### config.mk
export PLATFORM = sky130hd
export DESIGN_NAME = fifo_to_stream_flat
export DESIGN_NICKNAME = d
export VERILOG_FILES = /design/src/rtl/fifo_to_stream_if.sv /design/src/rtl/fifo_to_stream.sv /design/src/flat_wrapper.sv
export SDC_FILE = /design/constraint.sdc
export NUM_CORES = 1
export LEC_CHECK = 0
export ABC_AREA = 0
export ABC_CLOCK_PERIOD_IN_PS = 3100
export CAP_MARGIN = 20
export CORE_UTILIZATION = 40
export DETAILED_ROUTE_END_ITERATION = 6
export PLACE_DENSITY = 0.63
export SLEW_MARGIN = 20
export SYNTH_ARGS = -nofsm -noshare
export SYNTH_HDL_FRONTEND = slang
export SYNTH_SLANG_ARGS = --single-unit
### constraint.sdc
create_clock -name clk -period 3.1 [get_ports clk]
set_clock_uncertainty 0.15 [all_clocks]
set_input_delay 0.31 -clock clk [delete_from_list [all_inputs] [get_ports clk]]
set_output_delay 0.31 -clock clk [all_outputs]
set_load 0.01 [all_outputs]
### src/rtl/fifo_to_stream_if.sv
// FIFO pop port plus valid/ready output stream of the fifo_to_stream adapter.
// The master modport is the adapter side; the slave modport is the FIFO/consumer side.
interface fifo_to_stream_if #(
   parameter int unsigned DW = 16
);
   logic          fifo_empty;
   logic          fifo_rd_en;
   logic [DW-1:0] fifo_rd_data;
   logic          m_valid;
   logic          m_ready;
   logic [DW-1:0] m_data;
   logic          m_last;

   modport master (
      input  fifo_empty, fifo_rd_data, m_ready,
      output fifo_rd_en, m_valid, m_data, m_last
   );

   modport slave (
      output fifo_empty, fifo_rd_data, m_ready,
      input  fifo_rd_en, m_valid, m_data, m_last
   );
endinterface

### src/rtl/fifo_to_stream.sv
// Read-side adapter: pops a 1-cycle-latency FIFO into a 2-entry buffer and presents
// a full-rate valid/ready stream with frame tagging (last every FRAME_LEN words) and flush.
module fifo_to_stream #(
   parameter int unsigned DW        = 16,
   parameter int unsigned FRAME_LEN = 64,
   parameter int unsigned CW        = 7
) (
   input  logic                  clk,
   input  logic                  rst,
   input  logic                  flush,
   fifo_to_stream_if.master      bus,
   output logic [CW-1:0]         frame_cnt
);
   localparam logic [CW-1:0] LAST_IDX = CW'(FRAME_LEN - 1);

   logic [1:0]    occ_q, occ_d;
   logic          inflight_q, inflight_d;
   logic [CW-1:0] widx_q, widx_d;
   logic [DW-1:0] head_data_q, head_data_d;
   logic          head_last_q, head_last_d;
   logic [DW-1:0] tail_data_q, tail_data_d;
   logic          tail_last_q, tail_last_d;
   logic [CW-1:0] frame_cnt_q, frame_cnt_d;

   logic          hs;
   logic          rd_en;
   logic          cap;
   logic          cap_last;
   logic [1:0]    occ_after;
   logic [2:0]    pending;

   // State register
   always_ff @(posedge clk) begin
      if (rst) begin
         occ_q       <= '0;
         inflight_q  <= 1'b0;
         widx_q      <= '0;
         head_data_q <= '0;
         head_last_q <= 1'b0;
         tail_data_q <= '0;
         tail_last_q <= 1'b0;
         frame_cnt_q <= '0;
      end else begin
         occ_q       <= occ_d;
         inflight_q  <= inflight_d;
         widx_q      <= widx_d;
         head_data_q <= head_data_d;
         head_last_q <= head_last_d;
         tail_data_q <= tail_data_d;
         tail_last_q <= tail_last_d;
         frame_cnt_q <= frame_cnt_d;
      end
   end

   // Pop decision, handshake shift, capture into next free entry, flush
   always_comb begin
      occ_d       = occ_q;
      inflight_d  = 1'b0;
      widx_d      = widx_q;
      head_data_d = head_data_q;
      head_last_d = head_last_q;
      tail_data_d = tail_data_q;
      tail_last_d = tail_last_q;
      frame_cnt_d = frame_cnt_q;
      cap_last    = 1'b0;

      hs        = (occ_q != 2'd0) && bus.m_ready;
      pending   = 3'(occ_q) + 3'(inflight_q) - 3'(hs);
      rd_en     = !rst && !bus.fifo_empty && !flush && (pending <= 3'd1);
      cap       = inflight_q && !flush;
      occ_after = occ_q - 2'(hs);

      if (hs) begin
         head_data_d = tail_data_q;
         head_last_d = tail_last_q;
         frame_cnt_d = frame_cnt_q + CW'(head_last_q);
      end

      if (cap) begin
         cap_last = (widx_q == LAST_IDX);
         if (occ_after == 2'd0) begin
            head_data_d = bus.fifo_rd_data;
            head_last_d = cap_last;
         end else begin
            tail_data_d = bus.fifo_rd_data;
            tail_last_d = cap_last;
         end
         widx_d = cap_last ? '0 : widx_q + CW'(1);
         occ_d  = occ_after + 2'd1;
      end else begin
         occ_d  = occ_after;
      end

      inflight_d = rd_en;

      if (flush) begin
         occ_d      = '0;
         inflight_d = 1'b0;
         widx_d     = '0;
      end
   end

   assign bus.fifo_rd_en = rd_en;
   assign bus.m_valid    = (occ_q != 2'd0);
   assign bus.m_data     = head_data_q;
   assign bus.m_last     = head_last_q;
   assign frame_cnt      = frame_cnt_q;

endmodule

### src/flat_wrapper.sv
// flat-port wrapper written by rule: the top's interface ports become plain ports
module fifo_to_stream_flat 
#(
   parameter int unsigned DW        = 16,
   parameter int unsigned FRAME_LEN = 64,
   parameter int unsigned CW        = 7
)
  (clk, rst, flush, frame_cnt, bus_fifo_empty, bus_fifo_rd_data, bus_m_ready, bus_fifo_rd_en, bus_m_valid, bus_m_data, bus_m_last);
  fifo_to_stream_if #(.DW(DW)) bus_i ();
  input  logic clk;
  input  logic rst;
  input  logic flush;
  output logic [CW-1:0] frame_cnt;
  input wire logic [$bits(bus_i.fifo_empty)-1:0] bus_fifo_empty;
  input wire logic [$bits(bus_i.fifo_rd_data)-1:0] bus_fifo_rd_data;
  input wire logic [$bits(bus_i.m_ready)-1:0] bus_m_ready;
  output wire logic [$bits(bus_i.fifo_rd_en)-1:0] bus_fifo_rd_en;
  output wire logic [$bits(bus_i.m_valid)-1:0] bus_m_valid;
  output wire logic [$bits(bus_i.m_data)-1:0] bus_m_data;
  output wire logic [$bits(bus_i.m_last)-1:0] bus_m_last;
  assign bus_i.fifo_empty = bus_fifo_empty;
  assign bus_i.fifo_rd_data = bus_fifo_rd_data;
  assign bus_i.m_ready = bus_m_ready;
  assign bus_fifo_rd_en = bus_i.fifo_rd_en;
  assign bus_m_valid = bus_i.m_valid;
  assign bus_m_data = bus_i.m_data;
  assign bus_m_last = bus_i.m_last;
  fifo_to_stream #(.DW(DW), .FRAME_LEN(FRAME_LEN), .CW(CW)) u_core (.clk(clk), .rst(rst), .flush(flush), .bus(bus_i), .frame_cnt(frame_cnt));
endmodule
Word-level counts from Yosys, hierarchy flattened
Cells that the tools add are included.
{ "totals": {"regBits": 51, "inputBits": 21, "output_inout_bits": 26, "wordCells": 37} }
{ "classes": {"add_sub_neg": 6, "magnitude_cmp": 1, "n_eq_ne": 1, "mux": 8, "n_bitwise": 1, "reduce_logical": 12} }
{ "op_table": {"columns": ["cell", "count"], "rows": [
  ["$mux W16", 3],
  ["$add A7 B1 Y7", 1],
  ["$add A7 B1 Y7 const B", 1],
  ["$eq A7 B6 Y1 const B", 1],
  ["$mux W7", 1],
  ["$logic_and A1 B1 Y1", 5],
  ["$add A2 B1 Y3", 1],
  ["$le A3 B1 Y1 const B", 1],
  ["$logic_not A1 Y1", 3],
  ["$mux W1", 3],
  ["$sub A3 B1 Y3", 1],
  ["$add A2 B1 Y2 const B", 1],
  ["$logic_not A2 Y1", 1],
  ["$mux W2", 1],
  ["$reduce_and A2 Y1", 1],
  ["$reduce_bool A2 Y1", 1],
  ["$reduce_or A2 Y1", 1],
  ["$sub A2 B1 Y2", 1],
  ["$not A1 Y1", 1]
]} }

Depth between registers and ports, before layout
{ "depth": {"depth_word": 6, "depth_mapped": 9} }

Least setup slack after synthesis
OpenSTA, ideal clock, no wires.
{ "synth_path": {"path_kind": "register to output", "start": "reg u_core.occ_q[1]", "end": "out bus_fifo_rd_en", "t_arrival_ps": 1944, "required_time_ps": 2640, "setup_slack_ps": 696, "path_stages_with_launch": 8, "path_cell_list": "dfxtp_1 nand3b_1 nand2_1 ha_1 inv_1 fa_1 xor2_1 nor4b_1"} }
{ "synth_between": {"elab_chain_len": 5} }
{ "synth_rtl": {"columns": ["item", "line_no", "rtl"], "rows": [
  ["from (decl)", "fifo_to_stream.sv:16", "logic [1:0] occ_q, occ_d;"],
  ["from (signal assigned)", "fifo_to_stream.sv:35", "occ_q <= '0;"],
  ["from (signal assigned)", "fifo_to_stream.sv:44", "occ_q <= occ_d;"],
  ["parallel branches: the longest is 2 deep, another holds $add A2 B1 Y3", null, null],
  ["$sub A3 B1 Y3 (*)", "fifo_to_stream.sv:68", "pending = 3'(occ_q) + 3'(inflight_q) - 3'(hs);"],
  ["$le A3 B1 Y1 (*)", "fifo_to_stream.sv:69", "rd_en = !rst && !bus.fifo_empty && !flush && (pending <= 3'd1);"],
  ["$logic_and A1 B1 Y1 (*)", "fifo_to_stream.sv:69", null],
  ["to (decl)", "flat_wrapper.sv:17", "output wire logic [$bits(bus_i.fifo_rd_en)-1:0] bus_fifo_rd_en;"]
]} }
Every way passes the cells marked *.

Worst setup path in the final report
{ "layout_path": {"start": "in bus_m_ready", "end": "out bus_fifo_rd_en"} }
{ "layout_between": {"elab_chain_len": 4} }
{ "layout_rtl": {"columns": ["item", "line_no", "rtl"], "rows": [
  ["from (decl)", "flat_wrapper.sv:16", "input wire logic [$bits(bus_i.m_ready)-1:0] bus_m_ready;"],
  ["$logic_and A1 B1 Y1", "fifo_to_stream.sv:67", "hs = (occ_q != 2'd0) && bus.m_ready;"],
  ["$sub A3 B1 Y3", "fifo_to_stream.sv:68", null],
  ["$le A3 B1 Y1", "fifo_to_stream.sv:69", null],
  ["$logic_and A1 B1 Y1", "fifo_to_stream.sv:69", null]
]} }
No other way between the ends.

==> impl_metrics.ini <==
[placed_design]
place.gp.congestion = 0.729
post-place-cells = 362
portBuffers = 46
place_hpwl_um = 3100
dp_slack_ns = -0.0153

[timing]
rsz0062_at_grt = no
hold_viol = 0
relSlewSlack = 0.373
setup_slack_ns = 0.310
fmax_mhz = 358
maxSlewViolCount = 0
worstMarginPinSlew_ns = 0.937
setup_viol = 0
period_share = 0.900
fin_crit_ns = 2.79

[power_and_ir_drop]
leakagePower_nw = 1.13
power_mw = 1.31
power_density_nw_per_um2 = 447
vdd.ir_drop.worst_v = 0.000221

[clocking]
cts_root_buf = clkbuf_8
htreeDepth = 2
path_clk_slew_ns = 0.10
clk_path_buf_depth = 2
cts_sinks = 51
cts_tree = built
clk_latency_ns = 0.31
cts_buffers = 5

[min_path]
holdCritPathClass = reg -> reg
min_from = u_core.tail_data_q[5]$_SDFFE_PP0P_

[synth]
ys_types = 38
synth-xor-area-share = 0.0116
ys_seq_area_frac = 0.451
syn_inst = 252
ys_seq_elements = 51
synth_simple_gate_area_share = 0.187
synth_fp_nets = 280
synth_top_family_by_area = simple AND/OR/NAND/NOR gates
synthAdderAreaFrac = 0.0420
yosysWarnings = 0
avgSynthCellArea_um2 = 8.98
netlist_area_um2 = 2260
muxShareOfSynthArea = 0.0929
synth_compound_area_frac = 0.165

[setup_path]
worstReg2RegStart = u_core.occ_q[0]$_SDFF_PP0_
critPathLaunchType = input port
crit_start = bus_m_ready
crit_path_cell_trace = clkdlybuf4s50_1, nand2b_1, nand2_1, ha_1, inv_1, fa_1, xor2_1, nor4b_1, dlygate4sd2_1
critical-path-max-stage-delay_ns = 0.43
required_ns = 2.64
crit_fanout = 3
crit_type = in -> out
end_kind = output pin
crit_arrival_ns = 2.33
crit_slowest_cell = clkdlybuf4s50_1

[layout]
fin_util = 0.533
nets = 325
final_cell_count_no_fill = 370
antennaDiodeCount = 0
n_fill_cell = 547
final_common_cell = dfxtp_1
drive_gt1_frac = 0.0671
area_delta_synth_final_pct = 28.9
final_cell_mix = dfxtp_1, clkdlybuf4s50_1, nand2_1

[floorplanning]
ios = 47
fp.dieArea_um2 = 5960
design.core.area_um2 = 5470
rows = 27
initial_core_util = 0.414
die_h_um = 77.2
fp.dieW_um = 77.2

[grt]
overflow = 0
grt_antenna_before_repair = 0
grt.total_usage = 0.164
grt_pass1_wl_um = 7810
grt_pass1_vias = 1656
grt_max_degree = 42

[job]
max-cap-violations = 0

[routing]
drt_iter0_drc = 72
vias = 1864
drc = 0
wl_per_cell_um = 12.6
drt-total-wl_um = 4650
ant_nets = 0
firstDrtPassIters = 4
avgViaCountPerCell = 5.04

[outcome]
outcome = finished, final reports clean
==> worst max-delay path, delay by kind of cell <==
family,cells,cell delay [ns]
XOR/XNOR,1,0.17
adder cells (fa/ha/maj),2,0.52
buffers and inverters,3,0.78
AND/OR/NAND/NOR,3,0.57
==> layer usage <==
layer / track usage / wire, um / up-vias
met5: 0 / 0 / -
met3: 0.0452 / 168 / 6
met2: 0.271 / 2230 / 28
met4: 0.0623 / 72 / 0
met1: 0.201 / 2170 / 856
li1: - / - / 974
==> path summary, 6_finish.rpt <==
kind / depth (start not counted) / to / slack (ns)
setup / recovery: 9 / bus_fifo_rd_en / 0.31
hold / removal: 2 / u_core.tail_data_q[5]$_SDFFE_PP0P_ / 0.31
setup reg to reg: 8 / u_core.tail_data_q[13]$_SDFFE_PP0P_ / 0.69
hold reg to reg: 2 / u_core.tail_data_q[5]$_SDFFE_PP0P_ / 0.31
==> registers in the layout, summed over array words and instances, names as in the netlist <==
signal / flops
u_core.occ_q: 2
u_core.inflight_q: 1
u_core.tail_data_q: 16
u_core.tail_last_q: 1
u_core.frame_cnt: 7
u_core.bus.m_last: 1
u_core.bus.m_data: 16
u_core.widx_q: 7
==> through the flow <==
stage	TNS, ns	hold slack, ns	cell area (um2)
2_1_floorplan	0	0.236	2260
3_3_place_gp	0	0.282	2780
3_5_place_dp	-0.0153	0.287	2780
4_1_cts	0	0.303	2920
5_1_grt	0	0.318	2920
6_report	0	0.309	2920
==> report_power, final <==
part / total [mW] / internal, mW / switching, mW
logic: 0.0885 / 0.0500 / 0.0385
clock network: 0.548 / 0.322 / 0.226
registers: 0.669 / 0.664 / 0.00543
==> what timing repair did <==
action	4_1_cts	5_1_grt
hold endpoints to repair	0	0
hold buffers	0	0
setup endpoints to repair	1	0
resized for setup	1	0
buffers inserted	0	0
==> cell type report <==
cell class / instances / area [um2] / share of cell area
clock buffers: 5 / 68.8 / 0.0236
clock inverters: 3 / 67.6 / 0.0232
inverters: 8 / 30.0 / 0.0103
multi-input cells: 178 / 1130 / 0.387
flip-flops and latches: 51 / 1020 / 0.350
well taps: 72 / 90.1 / 0.0309
repair buffers: 53 / 512 / 0.175
==> cell usage after synthesis, drive strengths merged <==
master,instances,area [um2]
a211o,1,8.76
a211oi,17,128
a21oi,25,125
a311oi,3,26.3
a31o,1,8.76
a41oi,1,8.76
and2,1,6.26
and4,1,8.76
buf,8,57.6
clkbuf,7,26.3
dfxtp,51,1020
fa,1,20.0
ha,6,75.1
inv,8,30.0
mux2i,21,210
nand2,40,150
nand2b,3,18.8
nand3,6,30.0
nand3b,2,15.0
nand4,2,12.5
nor2,22,82.6
nor2b,2,12.5
nor3b,2,20.0
nor4b,2,17.5
o211ai,1,7.51
o21ai,4,31.3
o22ai,1,6.26
o31a,1,8.76
o31ai,2,15.0
or2,2,12.5
or3,2,12.5
or3b,1,8.76
or4,2,15.0
xor2,3,26.3
==> cell families after synthesis <==
group | after synthesis
muxes | 21
AOI/OAI and AO/OA | 57
DFF | 51
xor gates and xnor gates | 3
and+or+nand+nor | 90
adders and majority gates | 7
buffers and inverters | 23
No activity file was read; power rests on OpenSTA's default activity.
